===== src/rtl/gate_test_sequencer_pkg.sv =====
// Shared codes for the 2-input gate test sequencer: function selects,
// FSM states and the sweep length.
package gate_test_sequencer_pkg;

  localparam logic [2:0] FN_AND  = 3'd0;
  localparam logic [2:0] FN_OR   = 3'd1;
  localparam logic [2:0] FN_NAND = 3'd2;
  localparam logic [2:0] FN_NOR  = 3'd3;
  localparam logic [2:0] FN_XOR  = 3'd4;
  localparam logic [2:0] FN_XNOR = 3'd5;

  localparam int NUM_VECS = 4;

  typedef enum logic [1:0] {
    ST_IDLE   = 2'd0,
    ST_SETTLE = 2'd1,
    ST_SAMPLE = 2'd2,
    ST_DONE   = 2'd3
  } state_e;

  function automatic logic is_valid_fn(input logic [2:0] f);
    return f <= FN_XNOR;
  endfunction

endpackage


===== src/rtl/gate_test_sequencer_ref.sv =====
// Combinational golden model of a 2-input gate, selected by func_sel.
// Also reused by gate benches outside this block.
module gate_ref_model
  import gate_test_sequencer_pkg::*;
(
  input  logic [2:0] func_sel,
  input  logic       a,
  input  logic       b,
  output logic       expected,
  output logic       valid
);

  always_comb begin
    expected = 1'b0;
    valid    = 1'b1;
    case (func_sel)
      FN_AND:  expected = a & b;
      FN_OR:   expected = a | b;
      FN_NAND: expected = ~(a & b);
      FN_NOR:  expected = ~(a | b);
      FN_XOR:  expected = a ^ b;
      FN_XNOR: expected = ~(a ^ b);
      default: valid    = 1'b0;
    endcase
  end

endmodule


===== src/rtl/gate_test_sequencer.sv =====
// Clocked truth-table sweep of an external 2-input gate: drives {b,a},
// waits a settle window, samples dut_c and accumulates errors.
module gate_test_sequencer
  import gate_test_sequencer_pkg::*;
#(
  parameter int SETTLE_CYCLES = 2,
  parameter int PASSES        = 1,
  parameter int CNT_W         = 8
) (
  input  logic             clk,
  input  logic             rst_n,
  input  logic             start,
  input  logic [2:0]       func_sel,
  output logic             dut_a,
  output logic             dut_b,
  input  logic             dut_c,
  output logic             busy,
  output logic             done,
  output logic             pass,
  output logic [CNT_W-1:0] err_count,
  output logic [1:0]       fail_vec,
  output logic             fail_valid
);

  localparam int SC_W = $clog2(SETTLE_CYCLES + 1);
  localparam int PC_W = $clog2(PASSES + 1);

  state_e           state_q, state_d;
  logic [2:0]       func_q, func_d;
  logic [1:0]       vec_q, vec_d;
  logic [SC_W-1:0]  scnt_q, scnt_d;
  logic [PC_W-1:0]  pcnt_q, pcnt_d;
  logic             skip_q, skip_d;
  logic             pass_q, pass_d;
  logic [CNT_W-1:0] err_q, err_d;
  logic [1:0]       fvec_q, fvec_d;
  logic             fvalid_q, fvalid_d;

  logic ref_exp, ref_valid, last_vec, accept;

  gate_ref_model u_ref (
    .func_sel (func_q),
    .a        (vec_q[0]),
    .b        (vec_q[1]),
    .expected (ref_exp),
    .valid    (ref_valid)
  );

  assign last_vec = (vec_q == 2'(NUM_VECS - 1)) && (pcnt_q == PC_W'(PASSES - 1));
  // An invalid select is still accepted, but parks one cycle in IDLE (skip_q)
  // so the done pulse lands in the second cycle after the accept edge.
  assign accept   = (state_q == ST_IDLE) && !skip_q && start;

  always_ff @(posedge clk or negedge rst_n) begin
    if (!rst_n) begin
      state_q  <= ST_IDLE;
      func_q   <= '0;
      vec_q    <= '0;
      scnt_q   <= '0;
      pcnt_q   <= '0;
      skip_q   <= 1'b0;
      pass_q   <= 1'b0;
      err_q    <= '0;
      fvec_q   <= '0;
      fvalid_q <= 1'b0;
    end else begin
      state_q  <= state_d;
      func_q   <= func_d;
      vec_q    <= vec_d;
      scnt_q   <= scnt_d;
      pcnt_q   <= pcnt_d;
      skip_q   <= skip_d;
      pass_q   <= pass_d;
      err_q    <= err_d;
      fvec_q   <= fvec_d;
      fvalid_q <= fvalid_d;
    end
  end

  always_comb begin
    state_d = state_q;
    case (state_q)
      ST_IDLE: begin
        if (skip_q)                              state_d = ST_DONE;
        else if (start && is_valid_fn(func_sel)) state_d = ST_SETTLE;
      end
      ST_SETTLE: if (scnt_q == SC_W'(SETTLE_CYCLES - 1)) state_d = ST_SAMPLE;
      ST_SAMPLE: state_d = last_vec ? ST_DONE : ST_SETTLE;
      ST_DONE:   state_d = ST_IDLE;
      default:   state_d = ST_IDLE;
    endcase
  end

  always_comb begin
    func_d   = func_q;
    vec_d    = vec_q;
    scnt_d   = scnt_q;
    pcnt_d   = pcnt_q;
    skip_d   = 1'b0;
    pass_d   = pass_q;
    err_d    = err_q;
    fvec_d   = fvec_q;
    fvalid_d = fvalid_q;
    if (accept) begin
      func_d   = func_sel;
      skip_d   = !is_valid_fn(func_sel);
      vec_d    = '0;
      scnt_d   = '0;
      pcnt_d   = '0;
      pass_d   = 1'b0;
      err_d    = '0;
      fvec_d   = '0;
      fvalid_d = 1'b0;
    end else if (state_q == ST_SETTLE) begin
      scnt_d = scnt_q + SC_W'(1);
    end else if (state_q == ST_SAMPLE) begin
      scnt_d = '0;
      if (dut_c != ref_exp) begin
        if (err_q != '1) err_d = err_q + CNT_W'(1);
        if (!fvalid_q) begin
          fvec_d   = vec_q;
          fvalid_d = 1'b1;
        end
      end
      if (last_vec) begin
        pass_d = (err_d == '0) && ref_valid;
      end else begin
        vec_d = vec_q + 2'd1;
        if (vec_q == 2'(NUM_VECS - 1)) pcnt_d = pcnt_q + PC_W'(1);
      end
    end
  end

  always_comb begin
    busy       = (state_q == ST_SETTLE) || (state_q == ST_SAMPLE);
    done       = (state_q == ST_DONE);
    dut_a      = busy & vec_q[0];
    dut_b      = busy & vec_q[1];
    pass       = pass_q;
    err_count  = err_q;
    fail_vec   = fvec_q;
    fail_valid = fvalid_q;
  end

endmodule

===== config.mk =====
export PLATFORM = sky130hd
export DESIGN_NAME = gate_test_sequencer
export DESIGN_NICKNAME = d
export VERILOG_FILES = /design/src/rtl/gate_test_sequencer_pkg.sv /design/src/rtl/gate_test_sequencer_ref.sv /design/src/rtl/gate_test_sequencer.sv
export SDC_FILE = /design/constraint.sdc
export NUM_CORES = 1
export LEC_CHECK = 0
export BUFFER_PORTS_ARGS = -buffer_cell sky130_fd_sc_hd__buf_2
export CAP_MARGIN = 20
export CORE_MARGIN = 2
export CORE_UTILIZATION = 40
export DETAILED_ROUTE_END_ITERATION = 8
export GPL_ROUTABILITY_DRIVEN = 1
export PLACE_DENSITY_LB_ADDON = 0.25
export RECOVER_POWER = 25
export SLEW_MARGIN = 40
export SYNTH_ARGS = -nofsm -noshare
export SYNTH_HDL_FRONTEND = slang
export SYNTH_SLANG_ARGS = --single-unit

===== constraint.sdc =====
create_clock -name clk -period 2.8 [get_ports clk]
set_input_delay 0.7 -clock clk [delete_from_list [all_inputs] [get_ports clk]]
set_output_delay 0.7 -clock clk [all_outputs]
set_load 0.005 [all_outputs]

Word level (Yosys, flattened, before mapping)
Index checks and enable logic that the tools add are counted.
W data, S select, Z words.

operators by class
  $add $sub $neg = 4
  order comparisons = 1
  eq/ne operators = 17
  multiplexer cells = 41
  bitwise operators = 9
  reductions and logical operators = 24

operators with widths
  operator               number
  $mux W8                8
  $mux W2                16
  $mux W1                15
  $reduce_and A3 Y1      3
  $add A8 B1 Y8 const B  1
  $logic_not A8 Y1       1
  $ne A8 B8 Y1 const B   1
  $pmux W2 S4            1
  $reduce_and A4 Y1      2
  $reduce_bool A2 Y1     4
  $eq A2 B2 Y1 const B   3
  $eq A3 B2 Y1 const B   2
  $eq A3 B3 Y1 const B   2
  $pmux W1 S6            1
  $reduce_or A6 Y1       1
  $logic_and A1 B1 Y1    5
  $add A2 B1 Y2 const B  2
  $eq A2 B1 Y1 const B   2
  $ne A2 B1 Y1 const B   2
  $ne A2 B2 Y1 const B   2
  $not A1 Y1             4
  $reduce_and A2 Y1      2
  $and A1 B1 Y1          3
  $eq A3 B1 Y1 const B   1
  other kinds (11)       12

word-level totals
  register bits after elaboration = 23
  output and inout port bits = 16
  logic and storage cells = 106

Depth between registers and ports, before layout
Gate-level depths: netlist (run 1).

  word-level depth = 14
  depth in mapped cells = 9
  depth with buffers taken out = 8

By module
Synthesis (run 1) repeated with hierarchy kept, for this count alone.

unflattened totals
  cells, all modules = 160
  area, all modules = 1430.1 µm²

modules (own cells, without submodules)
  module               instances  cells each  area an instance (µm²)  seq. area each (µm²)
  gate_test_sequencer  1          146         1338.8                  575.6
  gate_ref_model       1          14          91.3                    0.0

Least setup slack after synthesis (run 1)
No wires, ideal clock.

  path type = register to register
  start point = register vec_q[1]
  end point = register pass_q (netlist: pass)
  arrival = 2.235 ns
  data required time = 2.720 ns
  path slack = 0.484 ns
  stages on the path, launching flop included = 10
  buffers on the path = 1
  cells stage by stage = dfrtp_1 > inv_1 > ha_1 > xnor2_1 > mux2i_1 > or4_1 > buf_6 > mux2i_1 > o31a_1 > nor3_2

on the way
  word-level cells in the longest chain between the ends = 14
  elaborated cells on any way between the ends = 22
  classes of those cells = eq/ne (2); mux (9); bitwise (6); reduce/logical (5)

ends and longest elaborated chain
  what                                   RTL line                                                                                     source
  start: declaration                     gate_test_sequencer.sv:30                                                                    logic [1:0] vec_q, vec_d;
  start signal: assignment               gate_test_sequencer.sv:69                                                                    vec_q <= vec_d;
  $xor A1 B1 Y1 (tied with other cells)  gate_test_sequencer_ref.sv:21, gate_test_sequencer_ref.sv:22
  $not A1 Y1, on equally long branches   gate_test_sequencer_ref.sv:22, gate_test_sequencer_ref.sv:19, gate_test_sequencer_ref.sv:20
  $pmux W1 S6                            gate_test_sequencer_ref.sv:16                                                                case (func_sel)
  $ne A1 B1 Y1                           gate_test_sequencer.sv:118                                                                   if (dut_c != ref_exp) begin
  $mux W8                                gate_test_sequencer.sv:118
  $mux W8                                gate_test_sequencer.sv:116                                                                   end else if (state_q == ST_SAMPLE) begin
  $mux W8                                gate_test_sequencer.sv:114                                                                   end else if (state_q == ST_SETTLE) begin
  $mux W8                                gate_test_sequencer.sv:104                                                                   if (accept) begin
  $logic_not A8 Y1                       gate_test_sequencer.sv:126                                                                   pass_d = (err_d == '0) && ref_valid;
  $logic_and A1 B1 Y1                    gate_test_sequencer.sv:126
  $mux W1                                gate_test_sequencer.sv:125                                                                   if (last_vec) begin
  $mux W1                                gate_test_sequencer.sv:116
  $mux W1                                gate_test_sequencer.sv:114
  $mux W1                                gate_test_sequencer.sv:104
  end signal: assignment                 gate_test_sequencer.sv:73                                                                    pass_q <= pass_d;
  end: declaration                       gate_test_sequencer.sv:34                                                                    logic pass_q, pass_d;

Several ways; a longest one is shown, not always the timed one. The select of a mux whose other input is x is not followed.
A chain may end at the register's enable or synchronous reset.

Worst setup path after layout (run 1)
  start point = register vec_q[0]
  end point = register pass_q (netlist: pass)

Same word-level chain as after synthesis.

==> impl_metrics.py, run 1 <==
metrics = {
    "status": {
        "outcome": "completed",
    },
    "critical_path": {
        "max_stage_delay_ns": 0.73,
        "crit_path_end_kind": "flip-flop",
        "worstSetupPathType": "flip-flop to flip-flop",
        "cp_top_family": "simple AND/OR/NAND/NOR gates",
        "startpoint_type": "flip-flop",
        "reg2reg_depth": 8,
        "crit_fanout": 8,
        "rrSetupSlack_ns": 0.22,
        "critPathRequiredTime_ns": 2.99,
        "worst_path_most_repeated_cell": "mux2i_1",
        "worst-path-buf-inv": 1,
        "r2r-start": "vec_q[0]",
        "reg2reg_to": "pass",
        "cp.arrival_ns": 2.77,
        "crit_slowest_cell": "or4_1",
        "path_cells": "inv_1 -> ha_1 -> xnor2_1 -> mux2i_1 -> or4_1 -> mux2i_1 -> o31a_1 -> nor3_2",
    },
    "sta": {
        "finalCritPeriodShare_pct": 92.1,
        "fin_hold_ws_ns": 0.511,
        "relSlewSlack_pct": 11.1,
        "tns_ns": 0,
        "rsz0062_at_grt": "false",
        "clock.fmax_mhz": 388,
        "setup_viol": 0,
        "final-max-slew-violation-count": 0,
        "fin_skew_ns": 0.00163,
        "tightestPinTransition_ns": 1.33,
        "hold_viol_final": 0,
        "period_minus_slack_ns": 2.58,
    },
    "clock_tree": {
        "numClockSinks": 23,
        "cts_htree_levels": 1,
        "cts_tree": "built",
        "cts-hold-fix-buffers": 0,
        "cts_root_buf": "clkbuf_8",
        "post-cts-setup-buffers": 0,
        "ctsLongestPathBuffers": 2,
        "ctsResizeCount": 0,
        "cts_buffers": 3,
        "clk_pin_slew_ns": 0.09,
        "clock_latency_ns": 0.26,
    },
    "flow_run": {
        "cap_violations": 0,
    },
    "placed_design": {
        "placed_area_um2": 1670,
        "place_congestion": 0.838,
        "dp.cells": 242,
        "dp_hpwl_mm": 2.69,
        "io_buffer_count": 22,
    },
    "power_and_ir_drop": {
        "internal_power_mw": 0.981,
        "swShare_pct": 45.7,
        "power_frac_comb_pct": 55.9,
        "pwr-share-seq_pct": 32.4,
        "power_density_nw_per_um2": 1050,
        "power.leakage_nw": 0.816,
        "irDropWorstVdd_mv": 0.424,
        "clkPwrFrac_pct": 11.6,
        "netSwitchingPower_mw": 0.824,
    },
    "layout": {
        "drive_gt1_share_pct": 17.7,
        "n_antenna_cell": 0,
        "stdcell_count": 246,
        "fillers": 371,
        "layout.nets": 215,
        "multi_input_area_um2": 877,
        "layout_common_cells": "nand2_1, nor2_1, dfrtp_1",
        "final-seq-area_um2": 576,
        "syn2layout_area_growth_pct": 13.1,
        "mostFrequentLayoutCell": "nand2_1",
        "design_area_um2": 1710,
    },
    "synthesis": {
        "synth_area_um2": 1510,
        "yosysSeqAreaShare_pct": 38.0,
        "yosysTopAreaCell": "dfrtp_1",
        "syn_inst": 176,
        "async_flop_share_pct": 100,
        "avgSynthCellArea_um2": 8.60,
        "synth-edff-count": 0,
        "synth_top_area_share_pct": 38.0,
        "yosysWarnings": 0,
        "ys_ff_latch": 23,
        "synth_top_flop_cell": "dfrtp_1",
        "ys_types": 41,
        "synthTopCellsByArea": "dfrtp_1, ha_1, nand2_1",
        "syn_nets": 192,
    },
    "floorplanning": {
        "die_h_um": 65.5,
        "initial_core_util_pct": 41.4,
        "num_io_pins": 23,
        "rows": 22,
        "die_w_um": 65.5,
        "die-area_um2": 4290,
        "coreArea_um2": 3660,
    },
    "hold_path": {
        "holdCritStartpoint": "fail_vec[0]",
        "min_to": "fail_vec[0]",
        "holdPathStages": 1,
        "min_path_type": "flip-flop to flip-flop",
    },
    "grt": {
        "antenna_found_initial": 0,
        "grt_usage_pct": 18.2,
        "grt_pass1_wl_mm": 6.20,
        "overflow": 0,
        "grt_max_degree": 24,
        "grt_pass1_vias": 1351,
    },
    "drt": {
        "vias": 1350,
        "drc": 0,
        "wire_per_inst_um": 14.5,
        "drt_wl_total_mm": 3.56,
        "ant_nets": 0,
        "drt_iter0_drc": 51,
        "dr.pass1.iters": 6,
        "viasPerCell": 5.49,
    },
}
[area by class of cell]
cell class | instances | share of cell area, %
Tap cell | 48 | 3.51
Clock buffer | 3 | 2.41
Timing Repair Buffer | 24 | 7.23
Multi-Input combinational cell | 139 | 51.2
Inverter | 8 | 1.75
Sequential cell | 23 | 33.6
Clock inverter | 1 | 0.292
[cells in the mapped netlist, drive strengths merged, types with 4 or more instances]
cell,number
nand2,25
nor2,24
dfrtp,23
a21oi,10
nor3,10
ha,9
inv,8
o21ai,8
a31oi,5
clkbuf,4
nand2b,4
nand3,4
[logic make-up (layout without fill, tap and decap cells)]
group	after synthesis	after routing	synth area share, %
buf+inv	14	36	4.05
xor+xnor	1	1	0.579
compound gates	40	40	17.9
simple gates	85	85	29.3
fa+ha+maj	9	9	7.44
mux	4	4	2.73
flops	23	23	38.0
[power by group through the flow]
stage	clock, mW	sequential [mW]	combinational [mW]
floorplan	0	0.556	0.775
global placement	0	0.584	0.975
detailed placement	0	0.593	1.01
CTS	0.216	0.586	1.01
global route	0.227	0.612	1.13
finish	0.210	0.585	1.01
[how the worst max path moves through the flow]
stage	startpoint	end	slack, ns	cells past startpoint
floorplan	vec_q[1]	pass	0.48	9
global placement	vec_q[1]	pass	0.28	8
detailed placement	dut_c	pass	0.23	7
CTS	vec_q[1]	pass	0.22	8
global route	vec_q[0]	err_count[0]	0.09	8
finish	vec_q[0]	pass	0.22	8
[flip-flops by register name (all words and copies together) (netlist names)]
signal	cells
pass	1
fail_vec	2
scnt_q	2
skip_q	1
err_count	8
pcnt_q	1
state_q	2
func_q	3
fail_valid	1
vec_q	2
[worst register-to-register path: cells and delay by family (launching register included)]
kind | cells | cell delay [ns]
and+or+nand+nor | 2 | 0.91
DFF | 1 | 0.44
muxes | 2 | 0.34
adders and majority gates | 1 | 0.30
AOI/OAI and AO/OA | 1 | 0.26
xor gates and xnor gates | 1 | 0.20
buffers and inverters | 1 | 0.07
[per-stage QoR]
| stage | utilization [%] | power, mW | setup slack (ns) |
|---|---|---|---|
| after CTS | 46.8 | 1.81 | 0.224 |
| after floorplan | - | 1.33 | 0.484 |
| after global placement | 45.6 | 1.56 | 0.277 |
| after detailed placement | 45.6 | 1.60 | 0.229 |
| after global routing | 46.8 | 1.97 | 0.0902 |
| final | 46.8 | 1.80 | 0.222 |
[per-layer routing]
metal | up-vias | share of wire [%] | GRT usage (%)
li1 | 668 | - | -
met1 | 648 | 45 | 22.8
met2 | 32 | 49 | 32.4
met3 | 2 | 4.9 | 3.08
met4 | 0 | 0.62 | 4.43
met5 | - | 0 | 0
(Power assumes the default switching activity.)
==> run 2: changes to the inputs <==
RECOVER_POWER = not set   (was 25)
==> impl_metrics.py, run 2 (synthesis results as in run 1) <==
metrics = {
    "drt": {
        "viasPerCell": 5.49,
        "wire_per_inst_um": 14.5,
        "drt_iter0_drc": 51,
        "drc": 0,
        "vias": 1350,
        "drt_wl_total_mm": 3.56,
        "wl_met1_mm": 1.61,
        "dr.pass1.iters": 6,
        "wl_met2_mm": 1.75,
        "wl_met3_um": 173,
        "top_layer": "met4",
        "ant_nets": 0,
    },
    "clock_tree": {
        "numClockSinks": 23,
        "ctsResizeCount": 0,
        "ctsLongestPathBuffers": 2,
        "clk_pin_slew_ns": 0.09,
        "cts_root_buf": "clkbuf_8",
        "cts_buffers": 3,
        "cts-hold-fix-buffers": 0,
        "clock_latency_ns": 0.26,
        "cts_htree_levels": 1,
        "post-cts-setup-buffers": 0,
        "cts_tree": "built",
    },
    "power_and_ir_drop": {
        "clkPwrFrac_pct": 11.6,
        "netSwitchingPower_mw": 0.824,
        "irDropWorstVdd_mv": 0.424,
        "internal_power_mw": 0.981,
        "swShare_pct": 45.7,
        "power.leakage_nw": 0.819,
        "pwr-share-seq_pct": 32.4,
        "power_density_nw_per_um2": 1050,
        "power.total_mw": 1.80,
        "power_frac_comb_pct": 55.9,
    },
    "placed_design": {
        "preCtsSetupSlack_ns": 0.229,
        "io_buffer_count": 22,
        "dp_hpwl_mm": 2.69,
        "place_congestion": 0.838,
        "dp.cells": 242,
    },
    "layout": {
        "fillers": 370,
        "n_antenna_cell": 0,
        "mostFrequentLayoutCell": "nand2_1",
        "stdcell_count": 246,
        "syn2layout_area_growth_pct": 13.2,
        "layout_common_cells": "nand2_1, nor2_1, dfrtp_1",
        "largest_register_ffs": 8,
        "layout.nets": 215,
        "drive_gt1_share_pct": 18.2,
    },
    "critical_path": {
        "cp_top_family": "simple AND/OR/NAND/NOR gates",
        "startpoint_type": "flip-flop",
        "worst_path_most_repeated_cell": "mux2i_1",
        "crit_path_end_kind": "flip-flop",
        "worst-path-buf-inv": 1,
        "path_cells": "inv_1 -> ha_1 -> xnor2_1 -> mux2i_1 -> or4_1 -> mux2i_1 -> o31a_1 -> nor3_2",
        "max_stage_delay_ns": 0.73,
        "crit_slowest_cell": "or4_1",
        "critPathRequiredTime_ns": 2.99,
        "cp.arrival_ns": 2.77,
        "worstSetupPathType": "flip-flop to flip-flop",
        "crit_fanout": 8,
    },
    "floorplanning": {
        "coreArea_um2": 3660,
        "die-area_um2": 4290,
        "die_h_um": 65.5,
        "rows": 22,
        "die_w_um": 65.5,
        "initial_core_util_pct": 41.4,
        "num_io_pins": 23,
    },
    "sta": {
        "tightestPinTransition_ns": 0.548,
        "clock.fmax_mhz": 388,
        "fin_skew_ns": 0.00163,
        "hold_viol_final": 0,
        "finalCritPeriodShare_pct": 92.1,
        "relSlewSlack_pct": 63.1,
        "final-max-slew-violation-count": 0,
        "rsz0062_at_grt": "false",
        "setup_viol": 0,
        "tns_ns": 0,
        "period_minus_slack_ns": 2.58,
        "fin_hold_ws_ns": 0.413,
        "setup_slack_ns": 0.222,
    },
    "grt": {
        "overflow": 0,
        "grt_pass1_wl_mm": 6.20,
        "grt_usage_pct": 18.2,
        "grt_pass1_vias": 1351,
        "antenna_found_initial": 0,
        "grt_max_degree": 24,
    },
    "status": {
        "outcome": "completed",
    },
    "hold_path": {
        "min_path_type": "input pin to asynchronous set/reset pin",
    },
    "flow_run": {
        "cap_violations": 0,
    },
}
==> run 2: cell types whose count changed in the layout (fill, tap and decap cells not counted) <==
cell	previous run	this run
buf_2	21	22
clkbuf_1	1	0
==> run 2: stage by stage <==
stage	instance area [um^2]	utilization (%)
2_1_floorplan	1510	-
3_3_place_gp	1670	45.6
3_5_place_dp	1670	45.6
4_1_cts	1710	46.8
5_1_grt	1710	46.8
6_report	1710	46.8
==> run 2: cell type report <==
type	instances	area, um^2	area share (%)
flip-flops and latches	23	576	33.6
repair buffers	24	125	7.30
clock buffers	3	41.3	2.41
clock inverters	1	5.00	0.292
inverters	8	30.0	1.75
multi-input cells	139	877	51.2
well taps	48	60.1	3.50
==> run 2: worst paths after layout <==
check / start / to / slack [ns] / depth (start not counted)
worst max-delay path: vec_q[0] / pass / 0.22 / 8
worst min-delay path: rst_n / state_q[1] / 0.41 / 1
worst max register to register: vec_q[0] / pass / 0.22 / 8
worst min register to register: fail_vec[0] / fail_vec[0] / 0.51 / 1
max in group asynchronous: rst_n / err_count[2] / 2.02 / 1
min in group clk: fail_vec[0] / fail_vec[0] / 0.51 / 1
==> run 2: power groups by stage <==
stage	sequential [mW]	combinational [mW]	clock [mW]
finish	0.585	1.01	0.210
global route	0.612	1.13	0.227
CTS	0.586	1.01	0.216
detailed placement	0.593	1.01	0
global placement	0.584	0.975	0
floorplan	0.556	0.775	0
==> run 2: layer usage <==
layer  track usage, %  vias up
li1                 -      668
met1             22.8      648
met2             32.4       32
met3             3.08        2
met4             4.43        0
met5                0        -
==> run 3: changes to the inputs <==
ABC_AREA = 1   (was not set)
==> impl_metrics.py, run 3 <==
metrics = {
    "critical_path": {
        "crit_path_end_kind": "flip-flop",
        "crit_fanout": 10,
        "rrSetupSlack_ns": 0.64,
        "worstSetupPathType": "flip-flop to flip-flop",
        "reg2reg_to": "fail_vec[1]",
        "startpoint_type": "flip-flop",
        "r2r-start": "vec_q[1]",
        "critPathRequiredTime_ns": 2.98,
        "cp.arrival_ns": 2.34,
        "reg2reg_depth": 12,
    },
    "layout": {
        "fin_util_pct": 47.5,
        "layout_common_cells": "nand2_1, inv_1, nand3_1, dfrtp_1, buf_2",
        "n_antenna_cell": 0,
        "design_area_um2": 1740,
        "fillers": 384,
        "syn2layout_area_growth_pct": 14.1,
        "mostFrequentLayoutCell": "nand2_1",
        "final-seq-area_um2": 576,
        "drive_gt1_share_pct": 15.7,
        "layout.nets": 252,
        "largest_register_ffs": 8,
        "multi_input_area_um2": 820,
    },
    "synthesis": {
        "ys_top_cells_by_count": "nand2_1, inv_1, dfrtp_1, nand3_1, o21ai_0",
        "syn_nets": 225,
        "yosysSeqAreaShare_pct": 37.7,
        "yosysMostFrequentCell": "nand2_1",
        "avgSynthCellArea_um2": 7.30,
        "synth-edff-count": 0,
        "yosysTopAreaCell": "dfrtp_1",
        "ys_ff_latch": 23,
        "synth_area_um2": 1530,
        "synthTopCellsByArea": "dfrtp_1, nand2_1, nand3_1",
        "synth_top_area_share_pct": 37.7,
        "yosysWarnings": 0,
        "ys_types": 27,
        "syn_inst": 209,
        "synth_top_flop_cell": "dfrtp_1",
        "async_flop_share_pct": 100,
    },
    "sta": {
        "clock.fmax_mhz": 462,
        "fin_skew_ns": 0.00335,
        "rsz0062_at_grt": "false",
        "setup_viol": 0,
        "finalCritPeriodShare_pct": 77.3,
        "hold_viol_final": 0,
        "relSlewSlack_pct": 66.0,
        "tightestPinTransition_ns": 0.509,
        "tns_ns": 0,
        "period_minus_slack_ns": 2.16,
        "final-max-slew-violation-count": 0,
    },
    "drt": {
        "drt_iter0_drc": 91,
        "dr.pass1.iters": 4,
        "viasPerCell": 5.15,
        "wire_per_inst_um": 12.0,
        "ant_nets": 0,
        "vias": 1458,
        "drt_wl_total_mm": 3.41,
        "drc": 0,
    },
    "grt": {
        "busiest_layer": "met2",
        "overflow": 0,
        "grt_pass1_wl_mm": 5.83,
        "grt_util_met3_pct": 2.05,
        "grt_usage_pct": 17.2,
        "grt_pass1_vias": 1294,
        "grtUsageMet1_pct": 24.5,
        "met2_usage_pct": 27.5,
        "antenna_found_initial": 0,
        "grt_max_degree": 24,
    },
    "floorplanning": {
        "rows": 22,
        "die-area_um2": 4320,
        "initial_core_util_pct": 41.7,
        "die_h_um": 65.8,
        "die_w_um": 65.8,
        "num_io_pins": 23,
        "coreArea_um2": 3660,
    },
    "clock_tree": {
        "cts_root_buf": "clkbuf_8",
        "clock_latency_ns": 0.26,
        "ctsResizeCount": 0,
        "cts-hold-fix-buffers": 0,
        "cts_htree_levels": 1,
        "post-cts-setup-buffers": 0,
        "ctsLongestPathBuffers": 2,
        "numClockSinks": 23,
        "clk_pin_slew_ns": 0.08,
        "cts_tree": "built",
        "cts_buffers": 3,
    },
    "power_and_ir_drop": {
        "pwr-share-seq_pct": 33.2,
        "netSwitchingPower_mw": 0.749,
        "power.leakage_nw": 0.970,
        "power_density_nw_per_um2": 922,
        "internal_power_mw": 0.855,
        "power_frac_comb_pct": 54.1,
        "swShare_pct": 46.7,
        "clkPwrFrac_pct": 12.8,
        "irDropWorstVdd_mv": 0.499,
    },
    "placed_design": {
        "placed_area_um2": 1700,
        "dp_hpwl_mm": 2.62,
        "io_buffer_count": 22,
        "place_congestion": 0.842,
    },
    "status": {
        "outcome": "completed",
    },
    "hold_path": {
        "min_path_type": "input pin to asynchronous set/reset pin",
    },
    "flow_run": {
        "cap_violations": 0,
    },
}
run 3: cell type report:
| type | count | share of cell area (%) |
|---|---|---|
| multi-input combinational | 152 | 47.1 |
| sequential | 23 | 33.1 |
| inverter | 34 | 7.48 |
| timing repair buffer | 22 | 6.33 |
| tap | 48 | 3.45 |
| clock buffer | 4 | 2.59 |
run 3: stage by stage:
step	worst slack (ns)	instances	hold slack (ns)	power [mW]
floorplan	0.940	209	0.404	1.15
global placement	0.681	279	0.457	1.40
detailed placement	0.628	279	0.469	1.41
CTS	0.646	283	0.419	1.62
global route	0.423	283	0.430	1.77
finish	0.637	283	0.402	1.60
run 3: critical path: stages (launching register included):
cell	delay, ns
dfrtp_1	0.41
inv_1	0.10
ha_1	0.34
inv_1	0.05
nand2_1	0.05
nand3_1	0.06
nand2_1	0.11
nand4_2	0.25
nand2_2	0.32
a21oi_2	0.09
o21ai_1	0.14
nand2_1	0.09
o31ai_2	0.06
run 3: cells by family (layout without fill, tap and decap cells):
kind of cell / Yosys count / after routing / synth area share [%]
compound gates: 34 / 34 / 13.4
xor+xnor: 1 / 1 / 0.574
fa+ha+maj: 9 / 9 / 7.38
buf+inv: 34 / 60 / 8.53
simple gates: 108 / 108 / 32.4
flops: 23 / 23 / 37.7
run 3: worst max path at each step:
| stage | cells past startpoint | slack [ns] | end | from |
|---|---|---|---|---|
| after floorplan | 11 | 0.94 | fail_vec[1] | start |
| after global placement | 12 | 0.68 | fail_vec[1] | start |
| after detailed placement | 12 | 0.63 | fail_vec[1] | start |
| after CTS | 12 | 0.65 | fail_vec[1] | vec_q[1] |
| after global routing | 14 | 0.42 | pass | vec_q[0] |
| final | 12 | 0.64 | fail_vec[1] | vec_q[1] |
run 3: metal layers:
layer / vias up / wire length [um]
li1: 730 / -
met1: 675 / 1670
met2: 47 / 1530
met3: 6 / 171
met4: 0 / 44
met5: - / 0
run 3: power by group through the flow:
| stage | registers, mW | clock network [mW] | logic [mW] |
|---|---|---|---|
| floorplan | 0.521 | 0 | 0.631 |
| global placement | 0.539 | 0 | 0.859 |
| detailed placement | 0.538 | 0 | 0.870 |
| CTS | 0.533 | 0.210 | 0.874 |
| global route | 0.551 | 0.227 | 0.989 |
| finish | 0.532 | 0.205 | 0.868 |
